<file path="config.mk">
export PLATFORM = sky130hd
export DESIGN_NAME = csr_access_unit
export DESIGN_NICKNAME = d
export VERILOG_FILES = /design/src/rtl/csr_access_unit_pkg.sv /design/src/rtl/csr_addr_decode.sv /design/src/rtl/csr_access_unit.sv
export SDC_FILE = /design/constraint.sdc
export NUM_CORES = 1
export LEC_CHECK = 0
export ABC_CLOCK_PERIOD_IN_PS = 2000
export BUFFER_PORTS_ARGS = -buffer_cell sky130_fd_sc_hd__buf_2
export CELL_PAD_IN_SITES_DETAIL_PLACEMENT = 0
export CELL_PAD_IN_SITES_GLOBAL_PLACEMENT = 2
export CORE_MARGIN = 2
export CORE_UTILIZATION = 26
export CTS_CLUSTER_SIZE = 12
export DETAILED_ROUTE_END_ITERATION = 8
export GPL_TIMING_DRIVEN = 1
export HOLD_SLACK_MARGIN = 0.06
export MAX_ROUTING_LAYER = met4
export PLACE_DENSITY_LB_ADDON = 0.08
export RECOVER_POWER = 100
export SLEW_MARGIN = 10
export SYNTH_ARGS = -nofsm -noshare
export SYNTH_HDL_FRONTEND = slang
export SYNTH_HIERARCHICAL = 1
export SYNTH_SLANG_ARGS = --single-unit
</file>
<file path="constraint.sdc">
create_clock -name clock -period 2 [get_ports clock]
set_input_delay 0.3 -clock clock [delete_from_list [all_inputs] [get_ports clock]]
set_output_delay 0.3 -clock clock [all_outputs]
set_load 0.02 [all_outputs]
</file>
<file path="src/rtl/csr_access_unit_pkg.sv">
// Shared types and constants for the CSR access unit: operation kinds,
// architectural CSR addresses, CSR file index encoding and FSM states.
package csr_access_unit_pkg;

    localparam int XLEN       = 32;
    localparam int CSR_ADDR_W = 12;

    // Read-modify-write flavour, taken from funct3[1:0]
    typedef enum logic [1:0] {
        CSR_RW,
        CSR_RS,
        CSR_RC
    } csr_op_e;

    // Architectural CSR addresses handled by the CSR file
    localparam logic [CSR_ADDR_W-1:0] CSR_ADDR_MSTATUS  = 12'h300;
    localparam logic [CSR_ADDR_W-1:0] CSR_ADDR_MISA     = 12'h301;
    localparam logic [CSR_ADDR_W-1:0] CSR_ADDR_MTVEC    = 12'h305;
    localparam logic [CSR_ADDR_W-1:0] CSR_ADDR_MEPC     = 12'h341;
    localparam logic [CSR_ADDR_W-1:0] CSR_ADDR_MCAUSE   = 12'h342;
    localparam logic [CSR_ADDR_W-1:0] CSR_ADDR_MTVAL    = 12'h343;
    localparam logic [CSR_ADDR_W-1:0] CSR_ADDR_MCYCLE   = 12'hB00;
    localparam logic [CSR_ADDR_W-1:0] CSR_ADDR_MINSTRET = 12'hB02;

    localparam logic [3:0] EXC_ILLEGAL_INSTR = 4'h2;

    // Physical register index inside the CSR file; CSR_NONE means no register
    typedef enum logic [3:0] {
        CSR_NONE     = 4'd0,
        CSR_MSTATUS  = 4'd1,
        CSR_MISA     = 4'd2,
        CSR_MTVEC    = 4'd3,
        CSR_MEPC     = 4'd4,
        CSR_MCAUSE   = 4'd5,
        CSR_MTVAL    = 4'd6,
        CSR_MCYCLE   = 4'd7,
        CSR_MINSTRET = 4'd8
    } destinationCSR_;

    typedef enum logic [1:0] {
        ST_IDLE,
        ST_READ,
        ST_WRITE,
        ST_RESP
    } csr_state_e;

    // Request fields captured at accept time
    typedef struct packed {
        logic [CSR_ADDR_W-1:0] addr;
        logic [2:0]            funct3;
        logic [XLEN-1:0]       rs1_data;
        logic [4:0]            zimm;
        logic [4:0]            rd;
    } csr_req_t;

    // funct3[1:0] selects the operation; 00 is not a Zicsr encoding
    function automatic csr_op_e funct3_to_op(input logic [2:0] funct3);
        csr_op_e op;
        case (funct3[1:0])
            2'b01:   op = CSR_RW;
            2'b10:   op = CSR_RS;
            default: op = CSR_RC;
        endcase
        return op;
    endfunction

endpackage

</file>
<file path="src/rtl/csr_addr_decode.sv">
// Combinational CSR address decoder: maps an architectural address to the
// CSR file index and flags read-only addresses (MISA and the 0xC00-0xFFF range).
module csr_addr_decode
    import csr_access_unit_pkg::*;
(
    input  logic [CSR_ADDR_W-1:0] addr,
    output logic                  hit,
    output destinationCSR_        idx,
    output logic                  read_only
);

    // Address lookup; unmapped addresses miss and select no register
    always_comb begin
        hit       = 1'b1;
        idx       = CSR_NONE;
        read_only = (addr == CSR_ADDR_MISA) || (addr[11:10] == 2'b11);
        unique case (addr)
            CSR_ADDR_MSTATUS:  idx = CSR_MSTATUS;
            CSR_ADDR_MISA:     idx = CSR_MISA;
            CSR_ADDR_MTVEC:    idx = CSR_MTVEC;
            CSR_ADDR_MEPC:     idx = CSR_MEPC;
            CSR_ADDR_MCAUSE:   idx = CSR_MCAUSE;
            CSR_ADDR_MTVAL:    idx = CSR_MTVAL;
            CSR_ADDR_MCYCLE:   idx = CSR_MCYCLE;
            CSR_ADDR_MINSTRET: idx = CSR_MINSTRET;
            default:           hit = 1'b0;
        endcase
    end

endmodule

</file>
<file path="src/rtl/csr_access_unit.sv">
// CSR access unit: runs one Zicsr instruction as accept -> read -> write -> respond.
// Unmapped addresses and bad funct3 raise an illegal-instruction pulse in READ.
// Build option CSR_RO_CHECK_EN: when defined, write attempts to read-only CSRs
// are also reported as illegal instead of being issued to the CSR file.
module csr_access_unit
    import csr_access_unit_pkg::*;
(
    input  logic                  clock,
    input  logic                  reset,
    input  logic                  req_valid,
    output logic                  req_ready,
    input  logic [CSR_ADDR_W-1:0] req_addr,
    input  logic [2:0]            req_funct3,
    input  logic [XLEN-1:0]       req_rs1_data,
    input  logic [4:0]            req_zimm,
    input  logic [4:0]            req_rd,
    input  logic                  flush,
    output logic [3:0]            read_csr,
    input  logic [XLEN-1:0]       csr_read_data,
    output logic [3:0]            write_csr,
    output logic [XLEN-1:0]       csr_write_data,
    output logic                  csr_write_en,
    output logic                  resp_valid,
    input  logic                  resp_ready,
    output logic [4:0]            resp_rd,
    output logic [XLEN-1:0]       resp_data,
    output logic                  exc_valid,
    output logic [3:0]            exc_cause
);

    csr_state_e      state_q, state_d;
    csr_req_t        req_q, req_d;
    logic [XLEN-1:0] old_q, old_d;

    logic            dec_hit;
    destinationCSR_  dec_idx;
    logic            dec_ro;

    csr_op_e         op;
    logic            op_legal;
    logic [XLEN-1:0] src;
    logic            do_write;
    logic [XLEN-1:0] write_value;
    logic            illegal;

    csr_addr_decode u_decode (
        .addr      (req_q.addr),
        .hit       (dec_hit),
        .idx       (dec_idx),
        .read_only (dec_ro)
    );

    // Operand selection, write-enable rule and read-modify-write result
    always_comb begin
        op       = funct3_to_op(req_q.funct3);
        op_legal = (req_q.funct3[1:0] != 2'b00);
        src      = req_q.funct3[2] ? {{(XLEN-5){1'b0}}, req_q.zimm} : req_q.rs1_data;
        // Set/clear with a zero source field is a pure read; RW always writes
        do_write = (op == CSR_RW) || (req_q.zimm != 5'd0);
        unique case (op)
            CSR_RW:  write_value = src;
            CSR_RS:  write_value = old_q | src;
            default: write_value = old_q & ~src;
        endcase
    end

`ifdef CSR_RO_CHECK_EN
    // Unmapped, malformed, or a write aimed at a read-only CSR
    always_comb begin
        illegal = !dec_hit || !op_legal || (dec_ro && do_write);
    end
`else
    logic unused_ro;
    assign unused_ro = dec_ro;

    // Unmapped or malformed; read-only CSRs are written like any other
    always_comb begin
        illegal = !dec_hit || !op_legal;
    end
`endif

    // Next-state and output decode; flush or reset silences every strobe
    always_comb begin
        state_d        = state_q;
        req_d          = req_q;
        old_d          = old_q;
        req_ready      = 1'b0;
        read_csr       = 4'd0;
        write_csr      = 4'd0;
        csr_write_data = '0;
        csr_write_en   = 1'b0;
        resp_valid     = 1'b0;
        resp_rd        = 5'd0;
        resp_data      = '0;
        exc_valid      = 1'b0;
        exc_cause      = 4'd0;

        unique case (state_q)
            ST_IDLE: begin
                req_ready = 1'b1;
                if (req_valid && !flush) begin
                    req_d.addr     = req_addr;
                    req_d.funct3   = req_funct3;
                    req_d.rs1_data = req_rs1_data;
                    req_d.zimm     = req_zimm;
                    req_d.rd       = req_rd;
                    state_d        = ST_READ;
                end
            end
            ST_READ: begin
                read_csr = dec_idx;
                old_d    = csr_read_data;
                if (illegal) begin
                    exc_valid = 1'b1;
                    exc_cause = EXC_ILLEGAL_INSTR;
                    state_d   = ST_IDLE;
                end else begin
                    state_d = ST_WRITE;
                end
            end
            ST_WRITE: begin
                write_csr      = dec_idx;
                csr_write_data = write_value;
                csr_write_en   = do_write;
                state_d        = ST_RESP;
            end
            ST_RESP: begin
                resp_valid = 1'b1;
                resp_rd    = req_q.rd;
                resp_data  = old_q;
                if (resp_ready) begin
                    state_d = ST_IDLE;
                end
            end
        endcase

        if (flush || reset) begin
            read_csr       = 4'd0;
            write_csr      = 4'd0;
            csr_write_data = '0;
            csr_write_en   = 1'b0;
            resp_valid     = 1'b0;
            resp_rd        = 5'd0;
            resp_data      = '0;
            exc_valid      = 1'b0;
            exc_cause      = 4'd0;
        end
        if (flush) begin
            state_d = ST_IDLE;
        end
    end

    // State, latched request and captured old CSR value
    always_ff @(posedge clock) begin
        if (reset) begin
            state_q <= ST_IDLE;
            req_q   <= '0;
            old_q   <= '0;
        end else begin
            state_q <= state_d;
            req_q   <= req_d;
            old_q   <= old_d;
        end
    end

endmodule

</file>
# Word-level counts from Yosys, hierarchy flattened
# Cells that the tools add are included.
[op_classes]
n_reduce_logical = 15
eq_ne = 16
n_mux = 30
bitwise_logic = 3
[ops]
columns = ["operator", "count"]
rows = [
  ["two-way mux 32 bit", 5],
  ["== test 12 x 10 -> 1 bit (second input constant)", 6],
  ["one-hot mux 32 bit (2 select lines)", 1],
  ["bitwise AND 32 bit", 1],
  ["inverter 32 bit", 1],
  ["bitwise OR 32 bit", 1],
  ["one-hot mux 4 bit (8 select lines)", 1],
  ["== test 12 bit (second input constant)", 2],
  ["two-way mux 4 bit", 5],
  ["two-way mux 2 bit", 5],
  ["two-way mux 5 bit", 2],
  ["two-way mux 1 bit", 9],
  ["one-hot mux 2 bit (4 select lines)", 1],
  ["OR reduction 8 bit", 1],
  ["== test 2 x 1 -> 1 bit (second input constant)", 3],
  ["== test 2 bit (second input constant)", 3],
  ["nonzero test 5 bit", 1],
  ["logical NOT 2 bit", 2],
  ["!= test 2 bit (second input constant)", 2],
  ["one-hot mux 2 bit (2 select lines)", 1],
  ["AND reduction 2 bit", 2],
  ["logical NOT 1 bit", 3],
  ["logical OR 1 bit", 3],
  ["nonzero test 2 bit", 1],
  ["other kinds (2)", 2],
]
[word_totals]
out_inout_bits = 85
regBits = 91
wordCells = 71

# Depth between registers and ports, before layout
[logic_depth]
word_depth = 8
ltp_mapped = 7
ltp_nobuf = 6

# By module
# Netlist, hierarchy kept.
[by_module_without_submodules]
columns = ["mod", "instances", "cells_each", "area_per_inst_um2"]
rows = [
  ["csr_access_unit", 1, 618, 4423.0],
  ["csr_addr_decode", 1, 33, 217.7],
]

# Worst setup path after synthesis
# Ideal clock, no wire load.
[synth_timing]
path_type = "reg2out"
startpoint = "register req_q[56] (netlist name)"
endpoint = "output port exc_cause[1]"
stages_incl_launch_ff = 7
slack_ns = -0.298
arrival_ns = 1.998
t_required_ns = 1.700
cell_sequence = "dfxtp_1 and2b_2 o21ai_0 a31oi_1 nor2b_1 nor4_1 buf_4"
[synth_via]
elab_chain_cells = 8
word_cells_on_any_way = 15
cone_classes = "eq/ne (8); mux (4); reduce/logical (3)"
[synth_rtl]
columns = ["item", "line_no", "source"]
rows = [
  ["start: declaration", "csr_access_unit.sv:32", "csr_req_t req_q, req_d;"],
  ["start signal: assignment", "csr_access_unit.sv:161", "req_q <= req_d;"],
  ["== test 12 x 10 -> 1 bit or == test 12 bit (tied branches)", "csr_addr_decode.sv:17", "unique case (addr)"],
  ["OR reduction 8 bit (no source line) *", "--", ""],
  ["two-way mux 1 bit *", "csr_addr_decode.sv:17", ""],
  ["named net dec_hit", "csr_access_unit.sv:35", "logic dec_hit;"],
  ["logical NOT 1 bit *", "csr_access_unit.sv:78", "illegal = !dec_hit || !op_legal;"],
  ["logical OR 1 bit *", "csr_access_unit.sv:78", ""],
  ["two-way mux 2 bit *", "csr_access_unit.sv:113", "if (illegal) begin"],
  ["two-way mux 2 bit *", "csr_access_unit.sv:98", "unique case (state_q)"],
  ["two-way mux 4 bit *", "csr_access_unit.sv:137", "if (flush || reset) begin"],
  ["end: declaration", "csr_access_unit.sv:28", "output logic [3:0] exc_cause"],
]
# Mark *: on every way through the listed nets, which the timed path passes. The rest lies on a longest branch.

# Worst setup path after layout
[layout_timing]
startpoint = "register req_q[45] (netlist name)"
endpoint = "output port read_csr[2]"
[layout_via]
elab_chain_cells = 4
word_cells_on_any_way = 11
cone_classes = "eq/ne (8); mux (3)"
[layout_rtl]
columns = ["item", "line_no", "source"]
rows = [
  ["== test 12 bit or == test 12 x 10 -> 1 bit (tied branches)", "csr_addr_decode.sv:17", ""],
  ["one-hot mux 4 bit (8 select lines) *", "csr_addr_decode.sv:17", ""],
  ["named net dec_idx[2]", "csr_access_unit.sv:36", "destinationCSR_ dec_idx;"],
  ["two-way mux 4 bit *", "csr_access_unit.sv:98", ""],
  ["two-way mux 4 bit *", "csr_access_unit.sv:137", ""],
  ["end: declaration", "csr_access_unit.sv:18", "output logic [3:0] read_csr,"],
]
# Marked as above.

==> report_table.html <==
<table>
<tr><th>Metric</th><th>Value</th></tr>
<tr><th colspan="2">Detailed routing</th></tr>
<tr><td>Number of design-rule violations left by the first detailed-router iteration</td><td>305</td></tr>
<tr><td>Average via count per standard cell</td><td>4.73</td></tr>
<tr><td>DRC violations left</td><td>0</td></tr>
<tr><td>Final routed wirelength across all metal layers</td><td>17500 um</td></tr>
<tr><td>Remaining antenna violation count after routing</td><td>0</td></tr>
<tr><td>Vias</td><td>5023</td></tr>
<tr><td>Count of TritonRoute iterations in the first routing pass</td><td>4</td></tr>
<tr><td>Wire length per cell after detailed routing</td><td>16.5 um</td></tr>
<tr><th colspan="2">Place</th></tr>
<tr><td>Count of input and output buffers</td><td>175</td></tr>
<tr><td>Global placement routability congestion</td><td>0.763</td></tr>
<tr><td>Pre-CTS setup slack</td><td>-0.00960 ns</td></tr>
<tr><td>DP Wirelength</td><td>11200 um</td></tr>
<tr><th colspan="2">Hold path</th></tr>
<tr><td>Endpoint of the worst hold-timing path</td><td>req_q[52]$_SDFFE_PP0P_</td></tr>
<tr><td>Worst Hold Launch</td><td>req_addr[7]</td></tr>
<tr><td>Number of cells traversed by the worst hold path</td><td>3</td></tr>
<tr><td>Worst min-delay path category</td><td>in2reg</td></tr>
<tr><th colspan="2">GRT</th></tr>
<tr><td>Largest net degree at the start of global routing</td><td>92</td></tr>
<tr><td>Vias in the first global route</td><td>4810</td></tr>
<tr><td>First-pass GRT wire length</td><td>26300 um</td></tr>
<tr><td>GRT Total Usage</td><td>18.9%</td></tr>
<tr><td>Initial antenna violation count</td><td>2</td></tr>
<tr><td>GRT Residual Overflow</td><td>0</td></tr>
<tr><th colspan="2">Power and ir drop</th></tr>
<tr><td>Worst vdd rail ir drop</td><td>0.455 mV</td></tr>
<tr><td>Switching power as a share of total power</td><td>27.0%</td></tr>
<tr><td>Internal</td><td>3290 uW</td></tr>
<tr><td>Sequential power share</td><td>43.4%</td></tr>
<tr><td>Part of the total power dissipated in combinational logic</td><td>15.3%</td></tr>
<tr><td>Clock share of power</td><td>41.2%</td></tr>
<tr><td>Switching power</td><td>1210 uW</td></tr>
<tr><td>Total leakage power</td><td>0.00271 uW</td></tr>
<tr><td>Total power per unit cell area</td><td>625 nW/um^2</td></tr>
<tr><th colspan="2">Worst setup path</th></tr>
<tr><td>Worst Setup Path Type</td><td>reg2out</td></tr>
<tr><td>Worst path required time</td><td>1.70 ns</td></tr>
<tr><td>Arrival time at the worst endpoint</td><td>1.88 ns</td></tr>
<tr><td>Most used cell along the critical path</td><td>buf_6</td></tr>
<tr><td>Crit. End Element</td><td>output pin</td></tr>
<tr><td>Register-to-register path setup slack</td><td>0.18 ns</td></tr>
<tr><td>Max stage delay cell, worst path</td><td>or4b_4</td></tr>
<tr><td>Number of cells traversed by the worst register-to-register path</td><td>4</td></tr>
<tr><td>Cells along the critical path</td><td>buf_6 -&gt; or4b_4 -&gt; a211oi_4 -&gt; and3_4 -&gt; buf_6</td></tr>
<tr><td>CP Launch Type</td><td>flip-flop</td></tr>
<tr><td>Critical path's largest stage delay</td><td>0.49 ns</td></tr>
<tr><td>End of the worst register-to-register path</td><td>old_q[23]$_SDFFE_PP0N_</td></tr>
<tr><td>Crit path max fanout</td><td>5</td></tr>
<tr><th colspan="2">Clock network</th></tr>
<tr><td>Number of sinks on the clock net</td><td>91</td></tr>
<tr><td>Clock tree from TritonCTS</td><td>yes</td></tr>
<tr><td>Maximum level of the CTS H-tree</td><td>3</td></tr>
<tr><td>Master cell of the clock root buffer</td><td>clkbuf_16</td></tr>
<tr><td>Clock tree buffer depth</td><td>2</td></tr>
<tr><td>Clock buffer count from CTS</td><td>9</td></tr>
<tr><td>Clock latency at the later pin of the worst-skew pair</td><td>0.35 ns</td></tr>
<tr><td>Clock-pin slew on the worst setup and hold paths</td><td>0.07 ns</td></tr>
<tr><th colspan="2">Cells and area</th></tr>
<tr><td>Sequential standard cell area</td><td>1840 um^2</td></tr>
<tr><td>Share of cells above drive strength 1</td><td>42.4%</td></tr>
<tr><td>Post-layout utilization of the core</td><td>41.5%</td></tr>
<tr><td>Number of nets at the end of the flow</td><td>927</td></tr>
<tr><td>Layout fillers</td><td>1834</td></tr>
<tr><td>Post-synthesis to final-layout area growth</td><td>55.7%</td></tr>
<tr><td>Area of the multi-input gates</td><td>3140 um^2</td></tr>
<tr><th colspan="2">Floorplan</th></tr>
<tr><td>Die outline width</td><td>137 um</td></tr>
<tr><td>Starting density of the core</td><td>26.7%</td></tr>
<tr><td>Die Outline Area</td><td>18900 um^2</td></tr>
<tr><td>I/O pin total</td><td>179</td></tr>
<tr><td>Number of standard-cell rows in the floorplan</td><td>48</td></tr>
<tr><td>Height of the chip</td><td>137 um</td></tr>
<tr><td>CORE AREA</td><td>17400 um^2</td></tr>
<tr><th colspan="2">Timing</th></tr>
<tr><td>Actual slew at the worst max-slew pin</td><td>1.13 ns</td></tr>
<tr><td>Remaining max-slew budget at the tightest pin</td><td>24.7%</td></tr>
<tr><td>Slack of the critical path</td><td>-0.182 ns</td></tr>
<tr><td>Final hold violation count</td><td>0</td></tr>
<tr><td>Achievable Freq</td><td>0.458 GHz</td></tr>
<tr><td>Post-route clock period utilization</td><td>109%</td></tr>
<tr><td>Final Critical Period</td><td>2.18 ns</td></tr>
<tr><td>Final setup violation count</td><td>64</td></tr>
<tr><td>Setup repair after global routing missed its margin</td><td>true</td></tr>
<tr><td>Min Hold Slack</td><td>0.177 ns</td></tr>
<tr><td>Max-slew violation count</td><td>0</td></tr>
<tr><td>Worst-case clock skew</td><td>0.00747 ns</td></tr>
<tr><th colspan="2">Synthesis</th></tr>
<tr><td>Combined area of all synthesized cells</td><td>4630 um^2</td></tr>
<tr><td>Warning count from the yosys run</td><td>6</td></tr>
<tr><td>Cell count after synthesis</td><td>649</td></tr>
<tr><td>Mean instance size in the synthesized netlist</td><td>7.13 um^2</td></tr>
<tr><th colspan="2">Status</th></tr>
<tr><td>Outcome</td><td>finished, violations left</td></tr>
<tr><td>Failing checks</td><td>negative setup slack</td></tr>
<tr><th colspan="2">Run</th></tr>
<tr><td>Max-capacitance violation count</td><td>0</td></tr>
</table>
sequential cells by signal, summed over array words and instances (netlist names), named ones only:
register  count
state_q       1
req_q        57
old_q        32
per-layer routing:
metal / global-route usage, % / up-vias / part of all wire (%)
met3: 3.09 / 12 / 5.7
met2: 29.5 / 137 / 47
met5: - / - / 0
met4: 5.73 / 0 / 0.83
met1: 25.2 / 2372 / 47
li1: - / 2502 / -
critical path: cells and delay by family (launching register included):
| kind | cells | cell delay [ns] |
|---|---|---|
| compound gates | 1 | 0.24 |
| simple gates | 2 | 0.71 |
| buf+inv | 2 | 0.22 |
| flops | 1 | 0.36 |
cell usage in the layout, fill, tap and decap left out, types with 3 or more instances in the layout:
| cell type | instances |
|---|---|
| a21oi_1 | 93 |
| a21oi_2 | 21 |
| a21oi_4 | 11 |
| and2_1 | 37 |
| and3_4 | 3 |
| buf_12 | 8 |
| buf_2 | 132 |
| buf_4 | 38 |
| buf_6 | 35 |
| buf_8 | 3 |
| clkbuf_16 | 9 |
| clkinv_2 | 3 |
| conb_1 | 3 |
| dfxtp_1 | 81 |
| dfxtp_2 | 8 |
| inv_1 | 4 |
| mux2_2 | 5 |
| mux2i_1 | 5 |
| nand2_1 | 180 |
| nand2b_1 | 27 |
| nand3_1 | 20 |
| nand3_2 | 29 |
| nand3_4 | 6 |
| nand3b_1 | 3 |
| nor2_1 | 12 |
| nor2b_4 | 3 |
| nor3_1 | 3 |
| nor3_2 | 5 |
| o21ai_2 | 3 |
| or2_4 | 3 |
power groups by stage:
stage,sequential (uW),clock [uW],combinational (uW)
after global placement,1990,0,499
after detailed placement,1990,0,504
after floorplan,1970,0,304
after CTS,1950,1910,677
after global routing,1970,1980,757
final,1960,1860,689
what timing repair did:
item                                    CTS  global route
endpoints found under the setup margin   72            63
endpoints found under the hold margin     0             0
pin swaps                                43            31
hold buffers                              0             0
gates resized for setup                 141            82
gates cloned                              8             0
setup buffers                            21             3
area by class of cell:
| cell class | instances | area share (%) |
|---|---|---|
| Sequential cell | 91 | 25.5 |
| Multi-Input combinational cell | 499 | 43.5 |
| Inverter | 6 | 0.347 |
| Clock inverter | 7 | 1.27 |
| Clock buffer | 9 | 3.12 |
| Tap cell | 225 | 3.90 |
| Timing Repair Buffer | 223 | 22.3 |
| Antenna cell | 2 | 0.0694 |
worst max path at each step:
stage,start,endpoint,slack [ns],cells past startpoint
after floorplan,req_q[42]$_SDFFE_PP0P_,csr_write_data[2],0.007,6
after global placement,req_q[42]$_SDFFE_PP0P_,csr_write_data[18],0.007,7
after detailed placement,req_q[42]$_SDFFE_PP0P_,csr_write_data[18],-0.01,7
after CTS,req_q[45]$_SDFFE_PP0P_,read_csr[2],-0.22,5
after global routing,req_q[45]$_SDFFE_PP0P_,read_csr[2],-0.26,5
final,req_q[45]$_SDFFE_PP0P_,read_csr[2],-0.18,5
stage by stage:
| stage | power [uW] | area [um^2] | setup TNS (ns) | instances |
|---|---|---|---|---|
| 2_1_floorplan | 2270 | 4650 | 0 | 651 |
| 3_3_place_gp | 2490 | 5770 | 0 | 1018 |
| 3_5_place_dp | 2490 | 5770 | -0.00960 | 1018 |
| 4_1_cts | 4540 | 6860 | -6.15 | 1062 |
| 5_1_grt | 4700 | 7210 | -11.63 | 1062 |
| 6_report | 4500 | 7210 | -4.35 | 1062 |
No activity file was read; power rests on OpenSTA's default activity.
